## config.mk

```make
export PLATFORM = sky130hd
export DESIGN_NAME = pipeline_ctrl
export DESIGN_NICKNAME = d
export VERILOG_FILES = /design/src/rtl/pipeline_ctrl.sv
export SDC_FILE = /design/constraint.sdc
export NUM_CORES = 1
export LEC_CHECK = 0
export ABC_AREA = 1
export CORE_UTILIZATION = 49
export CTS_BUF_LIST = sky130_fd_sc_hd__clkbuf_8 sky130_fd_sc_hd__clkbuf_16
export CTS_CLUSTER_SIZE = 20
export DETAILED_ROUTE_END_ITERATION = 10
export PLACE_DENSITY = 0.86
export SLEW_MARGIN = 20
export SYNTH_ARGS = -nofsm -noshare
export SYNTH_HDL_FRONTEND = slang
export SYNTH_SLANG_ARGS = --single-unit
```

## constraint.sdc

```tcl
create_clock -name clk -period 5 [get_ports clk]
set_clock_uncertainty 0.05 [all_clocks]
set_input_delay 1 -clock clk [delete_from_list [all_inputs] [get_ports clk]]
set_output_delay 1 -clock clk [all_outputs]
set_load 0.05 [all_outputs]
```

## src/rtl/pipeline_ctrl.sv

```systemverilog
// -----------------------------------------------------------------------------
// pipeline_ctrl
//
// Hazard and sequencing controller for a 5-stage RISC-V pipeline. Produces the
// load-enables for the PC and the four stage registers, plus the ID/EX bubble
// and IF/ID flush controls. It resolves load-use stalls (LOAD_LAT bubbles),
// taken-branch flushes, data-memory wait states and halt. A saturating counter
// records the number of cycles in which the PC was frozen.
//
// Ports:
//   clk, rst_n            clock (rising edge), asynchronous active-low reset
//   id_rs1, id_rs2        source registers of the instruction in ID
//   id_use_rs1/2          the ID instruction actually reads rs1 / rs2
//   ex_op, ex_rd          opcode and destination held in ID/EX
//   branch_taken          EX resolved a taken branch/jump this cycle
//   mem_req, mem_ready    MEM-stage data access and its completion
//   halt                  stop request (ECALL/EBREAK)
//   ena_pc .. ena_memwb   load-enables of PC and stage registers
//   bubble_idex           load a NOP into ID/EX
//   flush_ifid            load a NOP into IF/ID
//   stall_cnt             saturating count of cycles with ena_pc=0
//   halted                controller is in the HALTED state
// -----------------------------------------------------------------------------
module pipeline_ctrl #(
  parameter int         LOAD_LAT = 1,
  parameter int         CNT_W    = 16,
  parameter logic [6:0] LOAD_OP  = 7'b0000011
) (
  input  logic             clk,
  input  logic             rst_n,
  input  logic [4:0]       id_rs1,
  input  logic [4:0]       id_rs2,
  input  logic             id_use_rs1,
  input  logic             id_use_rs2,
  input  logic [6:0]       ex_op,
  input  logic [4:0]       ex_rd,
  input  logic             branch_taken,
  input  logic             mem_req,
  input  logic             mem_ready,
  input  logic             halt,
  output logic             ena_pc,
  output logic             ena_ifid,
  output logic             ena_idex,
  output logic             ena_exmem,
  output logic             ena_memwb,
  output logic             bubble_idex,
  output logic             flush_ifid,
  output logic [CNT_W-1:0] stall_cnt,
  output logic             halted
);

  typedef enum logic [1:0] {
    RUN     = 2'd0,
    MEMWAIT = 2'd1,
    LDSTALL = 2'd2,
    HALTED  = 2'd3
  } state_t;

  // Counter preload: the hazard cycle itself is the first bubble.
  localparam logic [2:0] LD_INIT = 3'(LOAD_LAT - 1);

  // Enable vector order: {pc, ifid, idex, exmem, memwb}
  localparam logic [4:0] EN_ALL    = 5'b11111;
  localparam logic [4:0] EN_NONE   = 5'b00000;
  localparam logic [4:0] EN_BUBBLE = 5'b00111;

  state_t     state, state_next;
  logic [2:0] ld_cnt, ld_cnt_next;

  logic       mem_stall;
  logic       lu_hazard;

  logic [4:0] en;
  logic       bubble;
  logic       flush;

  // RUN-style decode with the mem_stall term left out; reused on the
  // MEMWAIT release cycle so a frozen branch or load-use is not dropped.
  logic [4:0] run_en;
  logic       run_bubble;
  logic       run_flush;
  logic       run_load;
  state_t     run_state;

  assign mem_stall = mem_req & ~mem_ready;
  assign lu_hazard = (ex_op == LOAD_OP) && (ex_rd != 5'd0) &&
                     ((id_use_rs1 && (id_rs1 == ex_rd)) ||
                      (id_use_rs2 && (id_rs2 == ex_rd)));

  always_comb begin
    run_en     = EN_ALL;
    run_bubble = 1'b0;
    run_flush  = 1'b0;
    run_load   = 1'b0;
    run_state  = RUN;
    if (halt) begin
      run_en    = EN_NONE;
      run_state = HALTED;
    end else if (branch_taken) begin
      // The dependent instruction is on the wrong path, so no stall.
      run_bubble = 1'b1;
      run_flush  = 1'b1;
    end else if (lu_hazard) begin
      run_en     = EN_BUBBLE;
      run_bubble = 1'b1;
      run_load   = 1'b1;
      run_state  = (LOAD_LAT > 1) ? LDSTALL : RUN;
    end
  end

  always_comb begin
    en          = EN_NONE;
    bubble      = 1'b0;
    flush       = 1'b0;
    state_next  = state;
    ld_cnt_next = ld_cnt;
    case (state)
      RUN, MEMWAIT: begin
        if (mem_stall && !(state == RUN && halt)) begin
          // Freeze everything; halt outranks a new memory wait only in RUN.
          state_next = MEMWAIT;
        end else begin
          en         = run_en;
          bubble     = run_bubble;
          flush      = run_flush;
          state_next = run_state;
          if (run_load) begin
            ld_cnt_next = LD_INIT;
          end
        end
      end
      LDSTALL: begin
        if (!mem_stall) begin
          en          = EN_BUBBLE;
          bubble      = 1'b1;
          ld_cnt_next = ld_cnt - 3'd1;
          // Leave once this bubble brings the remaining count to zero.
          if (ld_cnt <= 3'd1) begin
            state_next = RUN;
          end
        end
      end
      HALTED: begin
        state_next = HALTED;
      end
      default: begin
        state_next = RUN;
      end
    endcase
  end

  always_ff @(posedge clk or negedge rst_n) begin
    if (!rst_n) begin
      state  <= RUN;
      ld_cnt <= 3'd0;
    end else begin
      state  <= state_next;
      ld_cnt <= ld_cnt_next;
    end
  end

  // Outputs are forced low while reset is asserted, independent of the clock.
  assign ena_pc      = rst_n & en[4];
  assign ena_ifid    = rst_n & en[3];
  assign ena_idex    = rst_n & en[2];
  assign ena_exmem   = rst_n & en[1];
  assign ena_memwb   = rst_n & en[0];
  assign bubble_idex = rst_n & bubble;
  assign flush_ifid  = rst_n & flush;
  assign halted      = rst_n & (state == HALTED);

  always_ff @(posedge clk or negedge rst_n) begin
    if (!rst_n) begin
      stall_cnt <= '0;
    end else if (!ena_pc && (stall_cnt != {CNT_W{1'b1}})) begin
      stall_cnt <= stall_cnt + 1'b1;
    end
  end

endmodule
```

==> impl_metrics.toml, run 1 <==
[layout]
num-nets-final = 329
drive_gt1_frac = 0.0542
fillerInstances = 259
syn_to_final_growth_pct = 35.9
diodes = 0
final_common_cell = "nand2_1"
final_cell_mix = "nand2_1, clkdlybuf4s50_1, inv_1, nand3_1, nor2_1"

[floorplanning]
core-area_sq_um = 3080
die_y_microns = 59.1
core.rowCount = 20
die_x_microns = 59.1
initial_core_util = 0.519
die_area_sq_um = 3490
top_level_ports = 54

[worst_setup_path]
regToRegSetupSlack_ns = 3.07
cp_num_cells = 6
critPathCaptureType = "output port"
cp.buffers_inverters = 3
slowest_delay_ns = 0.87
reg2reg_from = "stall_cnt[0]"
arrival_ns = 2.90
worstPathCellList = "clkdlybuf4s50_1, nor2_1, inv_1, nand2_1, a21oi_1, clkdlybuf4s50_1"
required_ns = 3.95
cpLargestDelayFamily = "buffers and inverters"
crit_path_top_delay_cell = "clkdlybuf4s50_1"
cp-startpoint = "mem_ready"
crit_top_cell = "clkdlybuf4s50_1"
start_kind = "input pin"
r2r-end = "stall_cnt[9]"
rr_worst_depth = 9
crit_fanout = 6
path_class = "input pin to output port"

[synth]
ys_seq_area_frac = 0.329
netlist.area_leader.share = 0.329
ys_seq_elements = 21
syn_inst = 244
synth_nets = 277
yosys_warnings = 0
syn_area_per_cell_sq_um = 6.55
netlist_area_sq_um = 1600
yosys.area.top_type = "dfrtp_1"
ys_types = 20
synth_area_leaders = "dfrtp_1, nand2_1, nand3_1, inv_1, nor2_1"

[placement]
pre_cts_slack_ns = 1.05
gp_congestion = 0.867
hpwl_mm = 2.79
port-buffer-count = 53

[min_path]
hold_path.class = "flop to flop"
holdPathEnd = "ld_cnt[1]"
min_from = "ld_cnt[1]"
hold_depth = 2

[route]
drc = 0
vias_per_cell = 4.71
num_vias = 1598
routed_wl_mm = 3.67
wl_per_cell_microns = 10.8
postRouteAntennaNets = 0
drt_pre_antenna_iters = 4
drt-initial-drc-count = 67

[cts]
cts_tree = "done"
cts_root_buffer = "clkbuf_8"
cts_made_buffers = 3
post_cts_buffers = 0
cts_buffer_depth = 2
htreeDepth = 1
cts_hold_buf = 0
clk_pin_slew_ns = 0.07
insertion_delay_ns = 0.26
cts_sinks = 21
ctsResizeCount = 0

[global_route]
grt_pass1_wl_mm = 6.18
antenna_found_initial = 0
grt_overflow = 0
grt_max_degree = 22
grt_pass1_vias = 1433
track_usage = 0.233

[timing]
finalMaxSlewViolations = 0
post-route-min-period_ns = 3.95
fmax_ghz = 0.253
setup_violations = 0
timing.final.ws_setup_ns = 1.05
rsz0062_at_grt = "no"
finalCritPeriodShare = 0.791
relSlewSlack = 0.658
finalSetupTns_ns = 0
worst_pin_slew_ns = 0.512
hold_viol = 0

[power_and_ir_drop]
totalPowerFinal_uw = 323
ir_drop_uv = 176
p_leak_uw = 0.00116
p_per_area_nw_per_um2 = 149

[run]
maxCapViolations = 0

[run_status]
outcome = "completed"
[power breakdown]
group / switching, uW / internal [uW]
clock: 52.7 / 54.7
combinational: 19.2 / 26.7
sequential: 0 / 170
total: 71.9 / 251
[layout make-up]
type	count	area [sq um]	share of cell area
clock inverters	1	3.75	0.00173
well taps	44	55.1	0.0254
multi-input cells	182	887	0.409
flip-flops and latches	21	526	0.242
inverters	34	128	0.0588
repair buffers	54	531	0.244
clock buffers	3	41.3	0.0190
[worst max-delay path by stage]
stage / to / slack, ns
after CTS: ena_exmem / 1.04
after global placement: ena_exmem / 1.07
after floorplan: bubble_idex / 0.57
final: ena_exmem / 1.05
after detailed placement: ena_exmem / 1.05
after global routing: ena_idex / 0.92
[cells in the mapped netlist (all sizes together)]
cell and n:
nand2 93, xnor2 7, nor3 12, inv 34, nor2 23, nand4 4, a21oi 3, ha 3
nand3 26, a21boi 1, xor2 6, dfrtp 21, buf 7, o21ai 4
[tightest hold or removal path, stage by stage, from the launching register on]
cell and delay [ns]:
dfrtp_1 0.35, nand3_1 0.07, nand2_1 0.06
[metal layers]
metal | share of wire | up-vias | global-route usage
met5 | 0 | - | 0
met4 | 0.014 | 0 | 0.0850
met3 | 0.061 | 6 | 0.0524
met2 | 0.45 | 48 | 0.370
met1 | 0.47 | 690 | 0.310
li1 | - | 854 | -
[cell families (layout without fill, tap and decap cells)]
group	Yosys count	in the layout	synth area share
AO/OA/AOI/OAI	8	8	0.0266
flip-flops	21	21	0.329
AND/OR/NAND/NOR	158	158	0.434
adder cells (fa/ha/maj)	3	3	0.0235
XOR/XNOR	13	13	0.0713
buffers and inverters	41	92	0.116
[registers in the layout, summed over array words and instances (netlist names), named ones only]
name	cells
ld_cnt	3
stall_cnt	16
state	1
[stage by stage]
| step | hold slack [ns] | area, sq um | cells | utilization |
|---|---|---|---|---|
| CTS | 0.467 | 2170 | 339 | 0.705 |
| global route | 0.510 | 2170 | 339 | 0.705 |
| finish | 0.465 | 2170 | 339 | 0.705 |
| detailed placement | 0.447 | 2130 | 335 | 0.691 |
| floorplan | 0.426 | 1600 | 244 | - |
| global placement | 0.460 | 2130 | 335 | 0.691 |
Power figures use the tool's default switching activity.
==> run 2: changes to the inputs <==
--- a/config.mk
+++ b/config.mk
@@ -6,11 +6,11 @@
 export NUM_CORES = 1
 export LEC_CHECK = 0
 export ABC_AREA = 1
-export CORE_UTILIZATION = 49
+export CORE_UTILIZATION = 41
 export CTS_BUF_LIST = sky130_fd_sc_hd__clkbuf_8 sky130_fd_sc_hd__clkbuf_16
 export CTS_CLUSTER_SIZE = 20
 export DETAILED_ROUTE_END_ITERATION = 10
-export PLACE_DENSITY = 0.86
+export PLACE_DENSITY = 0.77
 export SLEW_MARGIN = 20
 export SYNTH_ARGS = -nofsm -noshare
 export SYNTH_HDL_FRONTEND = slang
==> constraint.sdc (replaced) <==
create_clock -name clk -period 3.6 [get_ports clk]
set_clock_uncertainty 0.05 [all_clocks]
set_input_delay 0.72 -clock clk [delete_from_list [all_inputs] [get_ports clk]]
set_output_delay 0.72 -clock clk [all_outputs]
set_load 0.05 [all_outputs]
==> impl_metrics.toml, run 2 (synthesis gave the netlist of run 1 again) <==
[worst_setup_path]
required_ns = 2.83
crit_fanout = 6
path_class = "input pin to output port"
cp.buffers_inverters = 4
regToRegSetupSlack_ns = 1.66
crit_path_top_delay_cell = "clkdlybuf4s50_1"
arrival_ns = 2.24
critPathCaptureType = "output port"
start_kind = "input pin"
worstPathCellList = "clkdlybuf4s50_1, nor2_1, inv_1, nand2_1, a21oi_1, buf_4, a21boi_1, buf_12"
cpLargestDelayFamily = "buffers and inverters"
slowest_delay_ns = 0.46

[timing]
fmax_ghz = 0.332
timing.final.ws_setup_ns = 0.590
setup_violations = 0
relSlewSlack = 0.658
hold_viol = 0
post-route-min-period_ns = 3.01
worst_pin_slew_ns = 0.511
finalCritPeriodShare = 0.836
finalSetupTns_ns = 0
finalMaxSlewViolations = 0
rsz0062_at_grt = "no"

[layout]
final_common_cell = "nand2_1"
design_area_sq_um = 2280
final_cell_mix = "nand2_1, clkdlybuf4s50_1, inv_1, nand3_1, nor2_1"
fillerInstances = 347
top_register = "stall_cnt"
largest_reg_flops = 16
largest_registers = "stall_cnt (16), ld_cnt (3), state (1)"
syn_to_final_growth_pct = 42.6
diodes = 0
num-nets-final = 331
fin_util = 0.618
drive_gt1_frac = 0.0774

[global_route]
grt_overflow = 0
grt_max_degree = 22
track_usage = 0.209
grt_pass1_wl_mm = 6.89
antenna_found_initial = 0
grt_pass1_vias = 1592

[run_status]
outcome = "completed"

[power_and_ir_drop]
p_per_area_nw_per_um2 = 198
p_leak_uw = 0.00120
ir_drop_uv = 224

[route]
vias_per_cell = 4.82
drt_pre_antenna_iters = 4
wl_per_cell_microns = 11.3
postRouteAntennaNets = 0
routed_wl_mm = 3.90
drt-initial-drc-count = 62
num_vias = 1662
drc = 0

[cts]
cts_made_buffers = 3
cts_root_buffer = "clkbuf_8"
cts_tree = "done"
cts_hold_buf = 0
ctsResizeCount = 0
insertion_delay_ns = 0.26
cts_sinks = 21
post_cts_buffers = 0
clk_pin_slew_ns = 0.08
htreeDepth = 1
cts_buffer_depth = 2

[floorplanning]
core-area_sq_um = 3690
die_x_microns = 64.4
die_y_microns = 64.4
top_level_ports = 54
initial_core_util = 0.433
die_area_sq_um = 4150
core.rowCount = 22

[placement]
post_dp_cell_area_sq_um = 2230
hpwl_mm = 3.05
pre_cts_slack_ns = 0.599
port-buffer-count = 53
gp_congestion = 0.872

[run]
maxCapViolations = 0

[min_path]
hold_path.class = "flop to flop"
==> run 2: cell types whose count changed in the layout (fill, tap and decap cells not counted) <==
cell,before,now
a21boi_1,0,1
buf_12,0,8
a21boi_0,1,0
buf_4,4,3
clkdlybuf4s50_1,50,45
==> run 2: final timing paths <==
kind                         startpoint       endpoint  cells after the start
setup / recovery              mem_ready    bubble_idex                      8
hold / removal             stall_cnt[3]   stall_cnt[3]                      2
setup reg to reg           stall_cnt[0]  stall_cnt[13]                      9
hold reg to reg            stall_cnt[3]   stall_cnt[3]                      2
max in group asynchronous         rst_n      ld_cnt[0]                      2
min in group asynchronous         rst_n   stall_cnt[6]                      2
==> run 2: per-stage QoR <==
stage | std cells | hold slack (ns) | total power, uW
global route | 345 | 0.515 | 470
detailed placement | 341 | 0.469 | 307
finish | 345 | 0.486 | 450
floorplan | 244 | 0.374 | 261
global placement | 341 | 0.459 | 306
CTS | 345 | 0.488 | 454
==> run 2: worst min-delay path, stage by stage (launching register included) <==
cell and delay (ns):
dfrtp_1 0.39, nand2_1 0.06, nand2_1 0.05
==> run 2: metal layers <==
| layer | vias up | track usage | wire [microns] |
|---|---|---|---|
| met4 | 0 | 0.0528 | 55 |
| met2 | 56 | 0.347 | 1780 |
| met1 | 736 | 0.277 | 1780 |
| li1 | 862 | - | - |
| met5 | - | 0 | 0 |
| met3 | 8 | 0.0405 | 277 |
==> run 2: area by class of cell <==
class / instances / area [sq um] / share of cell area
clock inverter: 1 / 3.75 / 0.00165
inverter: 34 / 128 / 0.0560
timing repair buffer: 56 / 633 / 0.278
sequential: 21 / 526 / 0.231
clock buffer: 3 / 41.3 / 0.0181
tap: 48 / 60.1 / 0.0264
multi-input combinational: 182 / 887 / 0.389
==> run 2: report_power, final <==
group	internal (uW)	switching (uW)
logic	38.3	28.1
registers	236	0
clock network	75.9	71.9
==> run 3: changes to the inputs <==
==> constraint.sdc (replaced) <==
create_clock -name clk -period 2.5 [get_ports clk]
set_clock_uncertainty 0.05 [all_clocks]
set_input_delay 0.5 -clock clk [delete_from_list [all_inputs] [get_ports clk]]
set_output_delay 0.5 -clock clk [all_outputs]
set_load 0.05 [all_outputs]
==> impl_metrics.toml, run 3 (synthesis gave the netlist of run 1 again) <==
[route]
vias_per_cell = 4.85
postRouteAntennaNets = 0
drc = 0
drt_pre_antenna_iters = 4
drt-initial-drc-count = 60
num_vias = 1673
routed_wl_mm = 3.92
wl_per_cell_microns = 11.4

[cts]
cts_buffer_depth = 2
cts_made_buffers = 3
cts_hold_buf = 0
clk_pin_slew_ns = 0.07
cts_root_buffer = "clkbuf_8"
post_cts_buffers = 0
ctsResizeCount = 0
htreeDepth = 1
cts_sinks = 21
insertion_delay_ns = 0.26
cts_tree = "done"

[floorplanning]
top_level_ports = 54
core.rowCount = 22
die_area_sq_um = 4150
die_x_microns = 64.4
core-area_sq_um = 3690
die_y_microns = 64.4
initial_core_util = 0.433

[layout]
num-nets-final = 331
top_register = "stall_cnt"
seq_area_sq_um = 526
final_cell_mix = "nand2_1, clkdlybuf4s50_1, inv_1, nand3_1, nor2_1"
largest_registers = "stall_cnt (16), ld_cnt (3), state (1)"
fin_util = 0.623
design_area_sq_um = 2300
fillerInstances = 354
multi_input_area_sq_um = 900
final_common_cell = "nand2_1"
drive_gt1_frac = 0.0976
largest_reg_flops = 16
syn_to_final_growth_pct = 43.9
diodes = 0

[timing]
relSlewSlack = 0.663
finalCritPeriodShare = 0.975
post-route-min-period_ns = 2.44
hold_viol = 0
finalMaxSlewViolations = 0
setup_violations = 0
worst_pin_slew_ns = 0.503
fmax_ghz = 0.410

[placement]
port-buffer-count = 53
post_dp_cell_area_sq_um = 2240
hpwl_mm = 3.01
gp_congestion = 0.888

[power_and_ir_drop]
p_per_area_nw_per_um2 = 284
p_leak_uw = 0.00123
ir_drop_uv = 291

[worst_setup_path]
start_kind = "input pin"
crit_fanout = 5
required_ns = 1.95
rr_worst_depth = 9
r2r-end = "stall_cnt[10]"
worstPathCellList = "clkdlybuf4s50_1, inv_1, nand2_1, nand2_1, nor2_1, nand3_1, nand2_2, nand2_1, a21boi_2, buf_12"
cpLargestDelayFamily = "buffers and inverters"
reg2reg_from = "stall_cnt[0]"
regToRegSetupSlack_ns = 0.57
path_class = "input pin to output port"
slowest_delay_ns = 0.54
cp.buffers_inverters = 3
crit_top_cell = "nand2_1"
crit_path_top_delay_cell = "clkdlybuf4s50_1"
arrival_ns = 1.89
critPathCaptureType = "output port"

[global_route]
antenna_found_initial = 0
grt_pass1_wl_mm = 6.48
track_usage = 0.198
grt_pass1_vias = 1503
grt_max_degree = 22
grt_overflow = 0

[run]
maxCapViolations = 0

[min_path]
min_from = "stall_cnt[3]"
holdPathEnd = "stall_cnt[3]"
hold_path.class = "flop to flop"
hold_depth = 2

[run_status]
outcome = "completed"
[run 3: worst max-delay path by stage]
stage	depth (start not counted)	startpoint	to	slack (ns)
final	10	ex_rd[0]	bubble_idex	0.06
after global routing	10	ex_rd[0]	bubble_idex	-0.01
after CTS	11	ex_rd[3]	ena_pc	0.01
after detailed placement	11	ex_rd[3]	ena_pc	0.02
after global placement	11	ex_rd[1]	ena_ifid	0.06
after floorplan	6	mem_req	bubble_idex	0.03
[run 3: power breakdown]
group | total (uW) | internal (uW) | switching (uW)
combinational | 95.4 | 54.7 | 40.7
sequential | 339 | 339 | 0
clock | 217 | 109 | 108
total | 652 | 503 | 148
[run 3: worst reg2reg max path, cell delays in order (launching register included)]
cell and delay [ns]:
dfrtp_1 0.45, ha_1 0.22, inv_1 0.09, nor3_4 0.16
nand2_2 0.11, nor3_4 0.24, nand2_4 0.19, nand2_4 0.21
nand2_1 0.08, nand2_1 0.07
[run 3: final cells by class]
cell class | instances | share of cell area
Timing Repair Buffer | 56 | 0.279
Multi-Input combinational cell | 182 | 0.391
Clock buffer | 3 | 0.0180
Clock inverter | 1 | 0.00163
Tap cell | 48 | 0.0261
Inverter | 34 | 0.0555
Sequential cell | 21 | 0.229
[run 3: metrics by stage]
step / total power, uW / hold slack (ns) / setup TNS (ns) / std cells / setup slack, ns
2_1_floorplan: 376 / 0.154 / 0 / 244 / 0.0333
3_3_place_gp: 441 / 0.452 / 0 / 341 / 0.0606
3_5_place_dp: 442 / 0.454 / 0 / 341 / 0.0186
4_1_cts: 660 / 0.480 / 0 / 345 / 0.00986
5_1_grt: 679 / 0.515 / -0.0117 / 345 / -0.0117
6_report: 652 / 0.480 / 0 / 345 / 0.0619
[run 3: metal layers]
| layer | vias up | routed length [microns] | GRT usage |
|---|---|---|---|
| li1 | 862 | - | - |
| met3 | 4 | 197 | 0.0141 |
| met1 | 758 | 1880 | 0.270 |
| met2 | 49 | 1810 | 0.330 |
| met5 | - | 0 | 0 |
| met4 | 0 | 34 | 0.0722 |
